<file path="config.mk">
export PLATFORM = sky130hd
export DESIGN_NAME = serial_subtractor_flat
export DESIGN_NICKNAME = d
export VERILOG_FILES = /design/src/rtl/serial_subtractor_pkg.sv /design/src/rtl/serial_subtractor_if.sv /design/src/rtl/serial_subtractor_fs.sv /design/src/rtl/serial_subtractor.sv /design/src/flat_wrapper.sv
export SDC_FILE = /design/constraint.sdc
export NUM_CORES = 1
export LEC_CHECK = 0
export ABC_AREA = 0
export CAP_MARGIN = 0
export CORE_ASPECT_RATIO = 1.4
export CORE_UTILIZATION = 40
export DETAILED_ROUTE_END_ITERATION = 16
export GPL_ROUTABILITY_DRIVEN = 0
export PLACE_DENSITY_LB_ADDON = 0.2
export SYNTH_ARGS = -nofsm -noshare
export SYNTH_HDL_FRONTEND = slang
export SYNTH_SLANG_ARGS = --single-unit
export TNS_END_PERCENT = 100
</file>
<file path="constraint.sdc">
create_clock -name clk -period 2.4 [get_ports clk]
set_input_delay 0.24 -clock clk [delete_from_list [all_inputs] [get_ports clk]]
set_output_delay 0.24 -clock clk [all_outputs]
set_load 0.05 [all_outputs]
</file>
<file path="src/rtl/serial_subtractor_pkg.sv">
// Shared types and helpers for the bit-serial subtractor.
// Holds the FSM state encoding and the counter-width helper.
package serial_sub_pkg;

  typedef enum logic [1:0] {IDLE, RUN, DONE} sub_state_t;

  function automatic int cnt_w(input int width);
    return $clog2(width + 1);
  endfunction

endpackage

</file>
<file path="src/rtl/serial_subtractor_if.sv">
// Operand/result bundle for serial_subtractor: start/busy/done handshake plus data.
// Master is the issuing controller; slave is the subtractor.
interface serial_subtractor_if #(parameter int WIDTH = 4);
  logic             start;
  logic [WIDTH-1:0] a;
  logic [WIDTH-1:0] b;
  logic             busy;
  logic             done;
  logic [WIDTH-1:0] diff;
  logic             bout;
  logic             ovf;

  modport master (output start, a, b, input busy, done, diff, bout, ovf);
  modport slave  (input start, a, b, output busy, done, diff, bout, ovf);
endinterface

</file>
<file path="src/rtl/serial_subtractor_fs.sv">
// Combinational 1-bit full subtractor: d = x - y - bin, bo = borrow out.
// Zero latency; no flow control.
module full_subtractor (
  input  logic x,
  input  logic y,
  input  logic bin,
  output logic d,
  output logic bo
);
  assign d  = x ^ y ^ bin;
  assign bo = (~x & y) | (~(x ^ y) & bin);
endmodule

</file>
<file path="src/rtl/serial_subtractor.sv">
// Bit-serial a - b, LSB first, one bit per clock through a registered borrow.
// Latency WIDTH+1 cycles from accept to done; start is ignored while busy (no queueing).
module serial_subtractor #(
  parameter int WIDTH = 4
) (
  input  logic               clk,
  input  logic               rst,
  serial_subtractor_if.slave bus
);
  import serial_sub_pkg::*;

  localparam int CW = cnt_w(WIDTH);

  sub_state_t       state, state_n;
  logic [WIDTH-1:0] a_sh, b_sh, acc, acc_n;
  logic [CW-1:0]    cnt;
  logic             brw, a_msb, b_msb;
  logic             d, bo, last;
  logic [WIDTH-1:0] diff_r;
  logic             bout_r, ovf_r;

  full_subtractor u_fs (
    .x   (a_sh[0]),
    .y   (b_sh[0]),
    .bin (brw),
    .d   (d),
    .bo  (bo)
  );

  assign last = (cnt == CW'(WIDTH - 1));

  // New difference bit enters at the MSB so the LSB-first stream lands in place.
  always_comb begin
    acc_n            = acc >> 1;
    acc_n[WIDTH-1]   = d;
  end

  always_ff @(posedge clk or posedge rst) begin
    if (rst) state <= IDLE;
    else     state <= state_n;
  end

  always_comb begin
    state_n = state;
    case (state)
      IDLE:    if (bus.start) state_n = RUN;
      RUN:     if (last)      state_n = DONE;
      DONE:    state_n = IDLE;
      default: state_n = IDLE;
    endcase
  end

  always_ff @(posedge clk or posedge rst) begin
    if (rst) begin
      a_sh   <= '0;
      b_sh   <= '0;
      acc    <= '0;
      cnt    <= '0;
      brw    <= 1'b0;
      a_msb  <= 1'b0;
      b_msb  <= 1'b0;
      diff_r <= '0;
      bout_r <= 1'b0;
      ovf_r  <= 1'b0;
    end else begin
      case (state)
        IDLE: begin
          if (bus.start) begin
            a_sh  <= bus.a;
            b_sh  <= bus.b;
            brw   <= 1'b0;
            cnt   <= '0;
            a_msb <= bus.a[WIDTH-1];
            b_msb <= bus.b[WIDTH-1];
          end
        end
        RUN: begin
          acc  <= acc_n;
          a_sh <= a_sh >> 1;
          b_sh <= b_sh >> 1;
          brw  <= bo;
          cnt  <= cnt + CW'(1);
          if (last) begin
            diff_r <= acc_n;
            bout_r <= bo;
            // On the final bit d is the result sign; overflow iff operand signs differ
            // and the result sign differs from the minuend's.
            ovf_r  <= (a_msb ^ b_msb) & (d ^ a_msb);
          end
        end
        default: ;
      endcase
    end
  end

  assign bus.busy = (state != IDLE);
  assign bus.done = (state == DONE);
  assign bus.diff = diff_r;
  assign bus.bout = bout_r;
  assign bus.ovf  = ovf_r;

endmodule

</file>
<file path="src/flat_wrapper.sv">
// flat-port wrapper written by rule: the top's interface ports become plain ports
module serial_subtractor_flat import serial_sub_pkg::*;
#(
  parameter int WIDTH = 4
)
  (clk, rst, bus_start, bus_a, bus_b, bus_busy, bus_done, bus_diff, bus_bout, bus_ovf);
  serial_subtractor_if #(.WIDTH(WIDTH)) bus_i ();
  input  logic clk;
  input  logic rst;
  input wire logic [$bits(bus_i.start)-1:0] bus_start;
  input wire logic [$bits(bus_i.a)-1:0] bus_a;
  input wire logic [$bits(bus_i.b)-1:0] bus_b;
  output wire logic [$bits(bus_i.busy)-1:0] bus_busy;
  output wire logic [$bits(bus_i.done)-1:0] bus_done;
  output wire logic [$bits(bus_i.diff)-1:0] bus_diff;
  output wire logic [$bits(bus_i.bout)-1:0] bus_bout;
  output wire logic [$bits(bus_i.ovf)-1:0] bus_ovf;
  assign bus_i.start = bus_start;
  assign bus_i.a = bus_a;
  assign bus_i.b = bus_b;
  assign bus_busy = bus_i.busy;
  assign bus_done = bus_i.done;
  assign bus_diff = bus_i.diff;
  assign bus_bout = bus_i.bout;
  assign bus_ovf = bus_i.ovf;
  serial_subtractor #(.WIDTH(WIDTH)) u_core (.clk(clk), .rst(rst), .bus(bus_i));
endmodule
</file>
======== Word level (Yosys, flattened, before mapping) ========
Cells that the tools add are included.
word-level totals
  logic and storage cells ................. 45
  flip-flop bits (word level) ............. 26
operators by class
  muxes and demuxes ....................... 11
  add/sub/neg operators ................... 1
  bitwise operators ....................... 10
  equal/unequal tests ..................... 5
  reductions and logical operators ........ 7
operators with widths
  kind                                                 count
  one-hot mux 4 bit (2 select lines)                   2
  2-to-1 mux 4 bit                                     2
  AND reduction 2 bit                                  4
  one-hot mux 3 bit (2 select lines)                   1
  2-to-1 mux 2 bit                                     2
  one-hot mux 2 bit (2 select lines)                   1
  nonzero test 2 bit                                   2
  bitwise XOR 1 bit                                    4
  adder 3 x 1 -> 3 bit, second input constant          1
  bitwise AND 1 bit                                    3
  equality test 3 x 2 -> 1 bit, second input constant  1
  2-to-1 mux 3 bit                                     1
  equality test 2 x 1 -> 1 bit, second input constant  1
  equality test 2 bit, second input constant           1
  logical NOT 2 bit                                    1
  != test 2 x 1 -> 1 bit, second input constant        1
  != test 2 bit, second input constant                 1
  NOT 1 bit                                            2
  one-hot mux 1 bit (2 select lines)                   1
  2-to-1 mux 1 bit                                     1
  bitwise OR 1 bit                                     1

======== Longest topological paths before layout ========
  depth after elaboration ................. 5
  depth in mapped cells ................... 5
  gate-level depth less buffers ........... 5

======== Modules after synthesis ========
Synthesis repeated with hierarchy kept, for this count alone.
second synthesis, totals
  cells, all modules ...................... 108
  area, all modules ....................... 1,181.1 um^2
modules (own cells, without submodules)
  module             cells an instance  area each (um^2)  sequential area each (um^2)  times used
  serial_subtractor  104                1,149.9           625.6                        1
  full_subtractor    4                  31.3              0.0                          1

======== Least setup slack after synthesis ========
No wires, ideal clock.
  kind .................................... flip-flop to output port
  start ................................... register u_core.state[1]
  end ..................................... output port bus_done
  path slack .............................. 816 ps
  stages on the path, launching flop included .. 3
  buffers on the path ..................... 1
  arrival time ............................ 1,344 ps
  required time ........................... 2,160 ps
  cell sequence ........................... dfrtp_1 -> clkbuf_1 -> nor2b_1
on the way
  longest elaborated chain between the ends .. 1
ends and longest elaborated chain
  element                 RTL line                 text
  from (decl)             serial_subtractor.sv:14  sub_state_t state, state_n;
  from (signal assigned)  serial_subtractor.sv:40  else state <= state_n;
  equality test 2 bit     serial_subtractor.sv:97  assign bus.done = (state == DONE);
  to (decl)               flat_wrapper.sv:14       output wire logic [$bits(bus_i.done)-1:0] bus_done;
Every way passes these cells.

======== Final worst setup path ========
  start ................................... register u_core.state[0]
  end ..................................... output port bus_busy
on the way
  longest elaborated chain between the ends .. 1
ends and longest elaborated chain
  element             RTL line                 text
  nonzero test 2 bit  serial_subtractor.sv:96  assign bus.busy = (state != IDLE);
  to (decl)           flat_wrapper.sv:13       output wire logic [$bits(bus_i.busy)-1:0] bus_busy;
Every way passes these cells.

==> results by group <==
Outcome
  – Status: complete, no violations

Layout
  – Area Growth Syn to Fin: 22.9%
  – Most common cell after layout, fill and taps aside: dfrtp_1
  – Cell area after layout: 0.00134 mm^2
  – Share of layout cells above drive strength 1: 0.155
  – Nets: around 130
  – Commonest non-fill, non-tap cells in the layout: dfrtp_1 (25), clkdlybuf4s50_1 (18), nand2_1 (14)
  – # diodes: 0
  – Post-Layout Cell Count: roughly 150

Logic synthesis
  – Mapped Cells: between 90 and 100
  – Avg Inst Size Synth: 11.4 um^2
  – Mapped Area: 0.00109 mm^2
  – Yosys Warn Count: 0
  – Synth unique cells: 23
  – #FFs+latches synth: 25
  – Post-synthesis net count: 110
  – Sequential area share after synthesis: 0.572

Placement
  – Cells after DPL: 148
  – Area after DPL: 0.00131 mm^2
  – DP Worst Slack: 541 ps
  – Port Buf Inserts: 18
  – DPL Wire Length: 1.35 mm

Timing
  – Fin. Hold Viols: 0
  – Worst-Margin Slew: between 400 and 500 ps
  – Worst setup margin: 185 ps
  – Worst rel slew slack: 0.669
  – Final slew viol count: 0
  – Setup TNS: 0 ps
  – Final Cycle Share: 0.923
  – RSZ-0062 raised after global routing: no
  – Setup Viol. Count Final: 0
  – Final Critical Period: 2210 ps
  – Fmax: approximately 0.45 GHz
  – Worst Skew: 8.45 ps

Clock tree
  – H-Tree Depth: 1
  – TritonCTS clock tree: built
  – CTS-repair resized insts: 0
  – Clock Latency Late Sink: 320 ps
  – Clk slew on worst S/H paths: around 140 ps
  – Clock root buffer: clkbuf_4
  – # hold bufs at CTS: 0
  – Max clock buf depth: 2
  – Total clock sinks: 25
  – Setup bufs post-CTS: 0
  – Number of buffers created by CTS: 3

Setup path
  – Worst path arrival time: 1970 ps
  – Endpoint type of the worst setup path: output pin
  – Worst Path Required: 2160 ps
  – R2R Path End: u_core.b_msb
  – CP startpoint: u_core.state[0]
  – CP Max Fanout: 14
  – Setup Crit Path Kind: reg -> out
  – Worst path top cell family by delay: buffers and inverters
  – CP max-delay cell: clkdlybuf4s50_1
  – Reg2Reg Depth: 3
  – Crit-path cells: or2_2 -> clkdlybuf4s50_1
  – R2r startpoint: u_core.state[0]
  – CP Launch Type: register
  – Crit-path max cell delay: about 800 ps
  – CP endpoint: bus_busy
  – Critical path depth: 2
  – Reg2reg setup slack: 900 ps
  – Buf/Inv on CP: 1

Power
  – Power per standard cell area: 1300 mW/mm^2
  – Leak pwr: 0.605 nW
  – Peak supply drop: 0.638 mV

GRT
  – GRT Total Usage: 0.148
  – Antenna violations before repair: 0
  – Largest net degree at the start of global routing: 26
  – Vias in the first global route: 737
  – Global-route wire length before repair: 3.21 mm
  – GR Overflow Total: 0

Detailed routing
  – First DRT Iteration DRCs: 8
  – Vias after detailed routing: 737
  – Vias/cell: 4.85
  – DR pass1 iterations: 4
  – DRT antenna net count: 0
  – Drt wl/cell: roughly 12 um
  – # DRC: 0
  – Routed wire length: between 1.5 and 2 mm

Die
  – Die Y: 63.9 um
  – Die span in x: 46.2 um
  – Core Area: about 0.0026 mm^2
  – Die area: around 0.0029 mm^2
  – Initial Util: 0.418
  – I/O Pins: 19
  – Cell Rows: 22

Job
  – Max-cap violations: 0

Worst hold path
  – Hold Path Class: in -> async
==> per-layer routing <==
layer / GRT usage / share of wire / wire length, um / up-vias
li1: - / - / - / 365
met1: 0.194 / 0.45 / 832 / 355
met2: 0.236 / 0.50 / 916 / 15
met3: 0.0169 / 0.039 / 71 / 2
met4: 0.0662 / 0.0076 / 14 / 0
met5: 0 / 0 / 0 / -
==> report_power, final <==
| group | total [W] | switching (W) | leakage (nW) | internal [W] |
|---|---|---|---|---|
| registers | 0.000743 | 0.000138 | 0.314 | 0.000605 |
| logic | 0.000814 | 0.000458 | 0.277 | 0.000356 |
| clock network | 0.000193 | 0.000130 | 0.0139 | 0.0000636 |
==> registers in the layout, indices dropped and copies added, names as in the netlist <==
name / count
u_core.a_msb: 1
u_core.acc: 3
u_core.brw: 1
u_core.cnt: 3
u_core.a_sh: 4
u_core.b_sh: 4
u_core.bus.bout: 1
u_core.state: 2
u_core.bus.ovf: 1
u_core.bus.diff: 4
u_core.b_msb: 1
==> cell type report <==
cell class                 count  area [um^2]
inverter                       8         30.0
multi-input combinational     59          418
sequential                    25          626
fill                         251         1270
clock buffer                   3         22.5
clock inverter                 1         7.51
timing repair buffer          20          195
tap                           36         45.0
==> per-stage QoR <==
stage / total power (W) / hold slack (ps) / utilization
6_report: 0.00175 / 247 / 0.514
5_1_grt: 0.00189 / 280 / 0.514
4_1_cts: 0.00178 / 256 / 0.514
3_5_place_dp: 0.00158 / 472 / 0.502
3_3_place_gp: 0.00156 / 463 / 0.502
2_1_floorplan: 0.00134 / 267 / -
==> synthesized netlist by cell type <==
cell	instances	area [um^2]
dfrtp_1	25	626
nand2_1	14	52.6
o21ai_0	13	65.1
mux2_2	9	101
inv_1	8	30.0
a22oi_1	6	45.0
a21oi_1	2	10.0
clkbuf_1	2	7.51
ha_1	2	25.0
nor2_1	2	7.51
a22o_1	1	8.76
a2bb2oi_1	1	8.76
and2b_1	1	7.51
and3b_1	1	8.76
buf_2	1	5.00
buf_4	1	7.51
fa_1	1	20.0
nand2b_1	1	6.26
nand3b_4	1	20.0
nor2_4	1	11.3
nor2b_1	1	6.26
o21bai_1	1	7.51
or2_2	1	6.26
==> cell families after synthesis <==
logic type | Yosys count | synth area share
compound gates | 24 | 0.133
simple gates | 23 | 0.116
flops | 25 | 0.572
buf+inv | 12 | 0.0458
mux | 9 | 0.0927
fa+ha+maj | 3 | 0.0412
==> worst register-to-register path: cells and delay by family, from the launching register on <==
family	cells	cell delay [ps]
simple gates	2	500
mux	1	350
flops	1	560
==> how the worst min path moves through the flow <==
stage | to | slack, ps | cells past startpoint
after CTS | u_core.bus.diff[2] | 260 | 3
final | u_core.bus.diff[2] | 250 | 3
after detailed placement | u_core.brw | 470 | 2
after global placement | u_core.brw | 460 | 2
after floorplan | u_core.a_msb | 270 | 1
after global routing | u_core.b_sh[1] | 280 | 3
(Power assumes the default switching activity.)
